`config.mk`:
```
export PLATFORM = sky130hd
export DESIGN_NAME = multicycle_controller
export DESIGN_NICKNAME = d
export VERILOG_FILES = /design/src/rtl/multicycle_controller.sv
export SDC_FILE = /design/constraint.sdc
export NUM_CORES = 1
export LEC_CHECK = 0
export ABC_AREA = 1
export CORE_UTILIZATION = 35
export CTS_BUF_LIST = sky130_fd_sc_hd__clkbuf_16
export CTS_CLUSTER_SIZE = 25
export DETAILED_ROUTE_END_ITERATION = 10
export PLACE_DENSITY = 0.66
export SLEW_MARGIN = 20
export SYNTH_ARGS = -nofsm -noshare
export SYNTH_HDL_FRONTEND = slang
export SYNTH_SLANG_ARGS = --single-unit
```
`constraint.sdc`:
```
create_clock -name clk -period 2.6 [get_ports clk]
set_clock_uncertainty 0.1 [all_clocks]
set_input_delay 0.52 -clock clk [delete_from_list [all_inputs] [get_ports clk]]
set_output_delay 0.52 -clock clk [all_outputs]
set_load 0.02 [all_outputs]
```
`src/rtl/multicycle_controller.sv`:
```
// Control FSM for the multicycle ARM datapath.
// It sequences fetch, decode, execute, memory and writeback through a shared
// memory port and ALU. It stalls on mem_ready and aborts an access that has
// waited WAIT_LIMIT cycles.
module multicycle_controller #(
  parameter int WAIT_LIMIT = 8,
  parameter int WCNT_W     = 8
) (
  input  logic       clk,
  input  logic       reset_n,
  input  logic [1:0] Op,
  input  logic [5:0] Funct,
  input  logic       cond_ex,
  input  logic       mem_ready,
  output logic       IRWrite,
  output logic       NextPC,
  output logic       AdrSrc,
  output logic       ALUSrcA,
  output logic [1:0] ALUSrcB,
  output logic [1:0] ResultSrc,
  output logic       ALUOp,
  output logic       RegW,
  output logic       MemW,
  output logic       Branch,
  output logic       mem_req,
  output logic       illegal,
  output logic       mem_err
);

  typedef enum logic [3:0] {
    FETCH, DECODE, MEMADR, MEMRD, MEMWB, MEMWR, EXECR, EXECI, ALUWB, BRANCH
  } state_t;

  state_t            state, state_nx;
  logic [WCNT_W-1:0] wcnt;
  logic              access;
  logic              waiting;
  logic              timeout;

  // Only Funct[5] (I) and Funct[0] (L) steer the sequence.
  logic unused_funct;
  assign unused_funct = ^Funct[4:1];

  // Memory access tracking: a wait cycle is an access cycle without ready;
  // the WAIT_LIMIT-th consecutive one aborts unless ready arrives in it.
  always_comb begin
    access  = (state == FETCH) || (state == MEMRD) || (state == MEMWR);
    waiting = access && !mem_ready;
    timeout = waiting && (wcnt == WCNT_W'(WAIT_LIMIT - 1));
  end

  // Next-state selection.
  always_comb begin
    state_nx = state;
    case (state)
      FETCH:  state_nx = mem_ready ? DECODE : FETCH;
      DECODE: begin
        case (Op)
          2'b00:   state_nx = Funct[5] ? EXECI : EXECR;
          2'b01:   state_nx = MEMADR;
          2'b10:   state_nx = BRANCH;
          default: state_nx = FETCH;
        endcase
      end
      MEMADR: state_nx = Funct[0] ? MEMRD : MEMWR;
      MEMRD: begin
        if (mem_ready)    state_nx = MEMWB;
        else if (timeout) state_nx = FETCH;
      end
      MEMWR:  if (mem_ready || timeout) state_nx = FETCH;
      EXECR:  state_nx = ALUWB;
      EXECI:  state_nx = ALUWB;
      default: state_nx = FETCH;
    endcase
  end

  // State register and wait counter; the counter restarts on any state change
  // and after an abort, since FETCH may abort back into FETCH.
  always_ff @(posedge clk or negedge reset_n) begin
    if (!reset_n) begin
      state <= FETCH;
      wcnt  <= '0;
    end else begin
      state <= state_nx;
      if ((state_nx != state) || timeout) wcnt <= '0;
      else if (waiting)                   wcnt <= wcnt + 1'b1;
    end
  end

  // Moore output decode; strobes are forced low while reset is held so no
  // partial write escapes after reset asserts.
  always_comb begin
    IRWrite   = 1'b0;
    NextPC    = 1'b0;
    AdrSrc    = 1'b0;
    ALUSrcA   = 1'b0;
    ALUSrcB   = 2'b00;
    ResultSrc = 2'b00;
    ALUOp     = 1'b0;
    RegW      = 1'b0;
    MemW      = 1'b0;
    Branch    = 1'b0;
    mem_req   = 1'b0;
    illegal   = 1'b0;
    mem_err   = 1'b0;
    case (state)
      FETCH: begin
        mem_req   = reset_n;
        ALUSrcA   = 1'b1;
        ALUSrcB   = 2'b10;
        ResultSrc = 2'b10;
        IRWrite   = reset_n & mem_ready;
        NextPC    = reset_n & mem_ready;
      end
      DECODE: begin
        ALUSrcA   = 1'b1;
        ALUSrcB   = 2'b10;
        ResultSrc = 2'b10;
        illegal   = reset_n & (Op == 2'b11);
      end
      MEMADR: ALUSrcB = 2'b01;
      MEMRD: begin
        mem_req = reset_n;
        AdrSrc  = 1'b1;
      end
      MEMWR: begin
        mem_req = reset_n;
        AdrSrc  = 1'b1;
        MemW    = reset_n & cond_ex & ~timeout;
      end
      MEMWB: begin
        ResultSrc = 2'b01;
        RegW      = reset_n & cond_ex;
      end
      EXECR: ALUOp = 1'b1;
      EXECI: begin
        ALUSrcB = 2'b01;
        ALUOp   = 1'b1;
      end
      ALUWB: RegW = reset_n & cond_ex;
      BRANCH: begin
        ALUSrcB   = 2'b01;
        ResultSrc = 2'b10;
        Branch    = reset_n & cond_ex;
      end
      default: ;
    endcase
    mem_err = reset_n & timeout;
  end

endmodule
```
; Word-level counts from Yosys, hierarchy flattened
; Index checks and enable logic that the tools add are counted.
[totals]
reg_bits = 12
in_bits = 12
output_inout_bits = 15
wordCells = 61
[classes]
n_addsub = 1
n_eq_ne = 14
mux = 21
n_bitwise = 6
reduce_logical = 17
[op_table]
columns = cell, n
row1 = one-hot mux 4 bit (6 select lines), 1
row2 = "equality test 4 x 3 -> 1 bit, second input constant", 4
row3 = two-way mux 8 bit, 2
row4 = two-way mux 4 bit, 3
row5 = one-hot mux 4 bit (3 select lines), 1
row6 = two-way mux 1 bit, 11
row7 = OR reduction 3 bit, 3
row8 = "adder 8 x 1 -> 8 bit, second input constant", 1
row9 = "equality test 4 x 2 -> 1 bit, second input constant", 2
row10 = "equality test 4 bit, second input constant", 2
row11 = "equality test 8 x 3 -> 1 bit, second input constant", 1
row12 = one-hot mux 2 bit (2 select lines), 2
row13 = OR reduction 2 bit, 4
row14 = AND 1 bit, 5
row15 = "equality test 2 bit, second input constant", 2
row16 = "equality test 4 x 1 -> 1 bit, second input constant", 1
row17 = zero test 4 bit, 1
row18 = logical OR 1 bit, 4
row19 = != test 4 bit, 1
row20 = two-way mux 3 bit, 1
row21 = "equality test 2 x 1 -> 1 bit, second input constant", 1
row22 = logical AND 1 bit, 2
row23 = zero test 2 bit, 1
row24 = nonzero test 2 bit, 1
row25 = other kinds (2), 2

; Longest topological paths before layout
[depth]
ltp_word = 11
mapped_depth = 11
ltp_nobuf = 10

; Worst setup path after synthesis
; OpenSTA, ideal clock, no wires.
[synth_timing]
kind = reg2out
from = register state[3]
to = output port NextPC
arrival_time_ns = 1.316
t_required_ns = 1.980
slack_ns = 0.664
path_stages_with_launch = 5
n_path_buf = 1
cell_sequence = dfrtp_1 > nor2_2 > nand3_1 > nor2_1 > buf_4
[synth_between]
elab_chain_len = 2
[synth_rtl]
columns = element, line
row1 = start: declaration, 34  ; state_t state, state_nx;
row2 = start signal: assignment, 84  ; state <= state_nx;
row3 = zero test 4 bit, -
row4 = two-way mux 1 bit, -
row5 = end: declaration, 16  ; output logic NextPC,
; Every way passes these cells.

; Worst setup path after layout
[layout_timing]
from = input port reset_n
to = output port illegal
[layout_between]
elab_chain_len = 2
[layout_rtl]
columns = element, line
row1 = start: declaration, 10  ; input logic reset_n,
row2 = AND 1 bit, 119  ; illegal = reset_n & (Op == 2'b11);
row3 = two-way mux 1 bit, 106  ; case (state)
row4 = end: declaration, 26  ; output logic illegal,
; Every way passes these cells.

==> summary.md <==
| Metric | Value |
|---|---|
| H-tree depth | 1 |
| Total Power | 1423 uW |
| IO Pins | 27 |
| Reg clk slew, reported paths | 0.04 ns |
| Area grow syn2layout | 38.85% |
| Post-synth EDFFs | 0 |
| Kind of cell adding the most delay to the critical path | buffers and inverters |
| Final setup fails | 0 |
| Crit-path cells | clkdlybuf4s50_1, buf_4, nand3_1, nor3_1, dlygate4sd2_1 |
| Critical path peak fanout | 4 |
| Drt pass-1 iters | 3 |
| Worst Setup SP | reset_n |
| Seq/Total Area, Yosys | 0.3129 |
| Worst setup path endpoint | illegal |
| Avg Inst Size Synth | 7.997 um2 |
| Crit. path cell count | 5 |
| Vias per Instance | 4.767 |
| Post-synth net total | 133 |
| Worst vdd ir | 0.7924 mV |
| Reg-to-reg startpoint | wcnt[0] |
| CTS tree | done |
| Vias | 858 |
| DR WL/cell | 11.54 um |
| Core Box Area | 2545 um2 |
| Reg-to-reg slack, setup | 0.86 ns |
| Main synth FF type | dfrtp_1 |
| Post-CTS Hold Fix Bufs | 0 |
| Clock sink count | 12 |
| Async SR Flop Fraction | 1.000 |
| First-pass GRT wire length | 3.291 mm |
| GRT Total Usage | 0.1564 |
| Die area | 2956 um2 |
| Area of the multi-input gates | 570.5 um2 |
| DP Wirelength | 1.711 mm |
| Arr. time, crit path | 1.80 ns |
| Synthesized area | 959.7 um2 |
| Hold Fails Final Rpt | 0 |
| Fillers | 245 |
| Fin crit share | 0.9304 |
| Fmax | 413.4 MHz |
| Crit end category | primary output |
| Std cell rows | 18 |
| Worst stage delay on the critical path | 0.56 ns |
| Mapped Cells | 120 |
| Pin slew with the least headroom to its limit | 0.3180 ns |
| Hold slack | 0.3859 ns |
| Die Wd | 54.37 um |
| CP Class | in2out |
| Netlist cell types | 26 |
| Die span in y | 54.37 um |
| Power density over the cells | 1068 nW/um2 |
| Total global routing overflow | 0 |
| RSZ-0062 raised after global routing | false |
| Clk root buf | clkbuf_16 |
| WL final | 2.078 mm |
| # diodes | 0 |
| Leakage | 0.0006799 uW |
| RR Endpoint | wcnt[0] |
| Non-Filler Instances | 180 |
| Critical path buffers and inverters | 3 |
| Port Buffers | 22 |
| Drc violations | 0 |
| TritonCTS Buffers | 3 |
| Placed cell areas | 1244 um2 |
| Min Clock Period, post-route | 2.419 ns |
| Slew Limit Fails | 0 |
| Crit path required time | 1.98 ns |
| Crit path max-delay cell type | clkdlybuf4s50_1 |
| Setup TNS | 0 ns |
| Ys Warns | 0 |
| Final #Nets | 164 |
| Min-Delay Path Class | reg2reg |
| Vias in the first global route | 773 |
| Layout cell share with drive strength beyond 1 | 0.2867 |
| Placed cell count | 176 |
| GP Congestion | 0.7896 |
| R2R depth | 9 |
| Rel. slew slack | 0.7864 |
| Worst skew pair latency | 0.24 ns |
| CTS Buffer Depth | 2 |
| Run status | completed |
| #FFs+latches synth | 12 |
| Max-cap violations | 0 |
| Final ANT Viol Nets | 0 |
| Iteration-0 DRC Markers | 8 |
| Largest net degree at the start of global routing | 9 |
| Design area | 1333 um2 |
| CP startpoint kind | primary input |
| Sequential cell area | 300.3 um2 |
| Initial antenna violation count | 0 |
| Starting Density | 0.3771 |
-- flip-flops by register name, indices dropped and copies added, names as in the netlist --
| name | flops |
|---|---|
| wcnt | 8 |
| state | 4 |
-- layer usage --
metal  global-route usage  share of wire  up-vias
met5                    0              0        -
met4              0.03846         0.0029        0
met3              0.02500          0.061        2
met2               0.2520           0.44       23
met1               0.2167           0.49      386
li1                     -              -      447
-- layout make-up --
type                       count  share of cell area
clock buffer                   3             0.05634
clock inverter                 1            0.002817
inverter                      20             0.05634
multi-input combinational     86              0.4282
sequential                    12              0.2254
tap                           30             0.02817
timing repair buffer          28              0.2028
-- cell usage in the layout (no fill, tap or decap), types with 3 or more instances in the layout --
| master | synthesis | final |
|---|---|---|
| nor3_2 | 8 | 8 |
| nand2_2 | 3 | 3 |
| dfrtp_1 | 12 | 12 |
| nand2_4 | 3 | 3 |
| nor2_2 | 5 | 4 |
| clkbuf_16 | 0 | 3 |
| inv_2 | 5 | 5 |
| clkdlybuf4s50_1 | 0 | 14 |
| nand3_1 | 9 | 9 |
| dlygate4sd2_1 | 0 | 4 |
| buf_4 | 1 | 6 |
| dlymetal6s2s_1 | 0 | 4 |
| nor2_4 | 2 | 3 |
| xor2_1 | 5 | 5 |
| nor2_1 | 16 | 16 |
| inv_1 | 15 | 15 |
| nor3_1 | 4 | 4 |
| nand3_2 | 6 | 6 |
| nand2_1 | 15 | 15 |
-- cell usage after synthesis (all sizes together) (2+ instances only) --
| cell | instances | area share |
|---|---|---|
| dfrtp | 12 | 0.31 |
| buf | 2 | 0.020 |
| nor2 | 23 | 0.12 |
| xor2 | 5 | 0.046 |
| nor3 | 12 | 0.10 |
| nand3 | 15 | 0.11 |
| inv | 20 | 0.078 |
| nand2 | 21 | 0.11 |
-- power by group --
part | internal [uW] | total (uW) | switching (uW)
clock | 202 | 281 | 78.9
sequential | 227 | 286 | 59.2
combinational | 322 | 856 | 534
-- cell families after synthesis --
group	count (synthesis)	synth area share
adder cells (fa/ha/maj)	1	0.01304
AO/OA/AOI/OAI	7	0.06911
flip-flops	12	0.3129
XOR/XNOR	6	0.05476
buffers and inverters	22	0.09778
AND/OR/NAND/NOR	72	0.4524
-- how the worst min path moves through the flow --
stage | start | end | slack [ns] | cells after the start
final | wcnt[0] | wcnt[0] | 0.39 | 1
after global routing | wcnt[0] | wcnt[0] | 0.40 | 1
after CTS | wcnt[0] | wcnt[0] | 0.39 | 1
after detailed placement | wcnt[0] | wcnt[0] | 0.38 | 1
after global placement | wcnt[0] | wcnt[0] | 0.37 | 1
after floorplan | reset_n | state[0] | 0.12 | 0
-- stage by stage --
step | setup slack, ns | utilization
floorplan | 0.6637 | -
global placement | -0.1164 | 0.4887
detailed placement | -0.1226 | 0.4887
CTS | 0.007800 | 0.5197
global route | 0.04346 | 0.5236
finish | 0.1808 | 0.5236
-- timing repair --
item,CTS,global route
buffers inserted,0,0
resized for setup,5,4
setup endpoints to repair,4,4
endpoints found under the hold margin,0,0
Note: power is estimated with default switching activity, not from simulation.
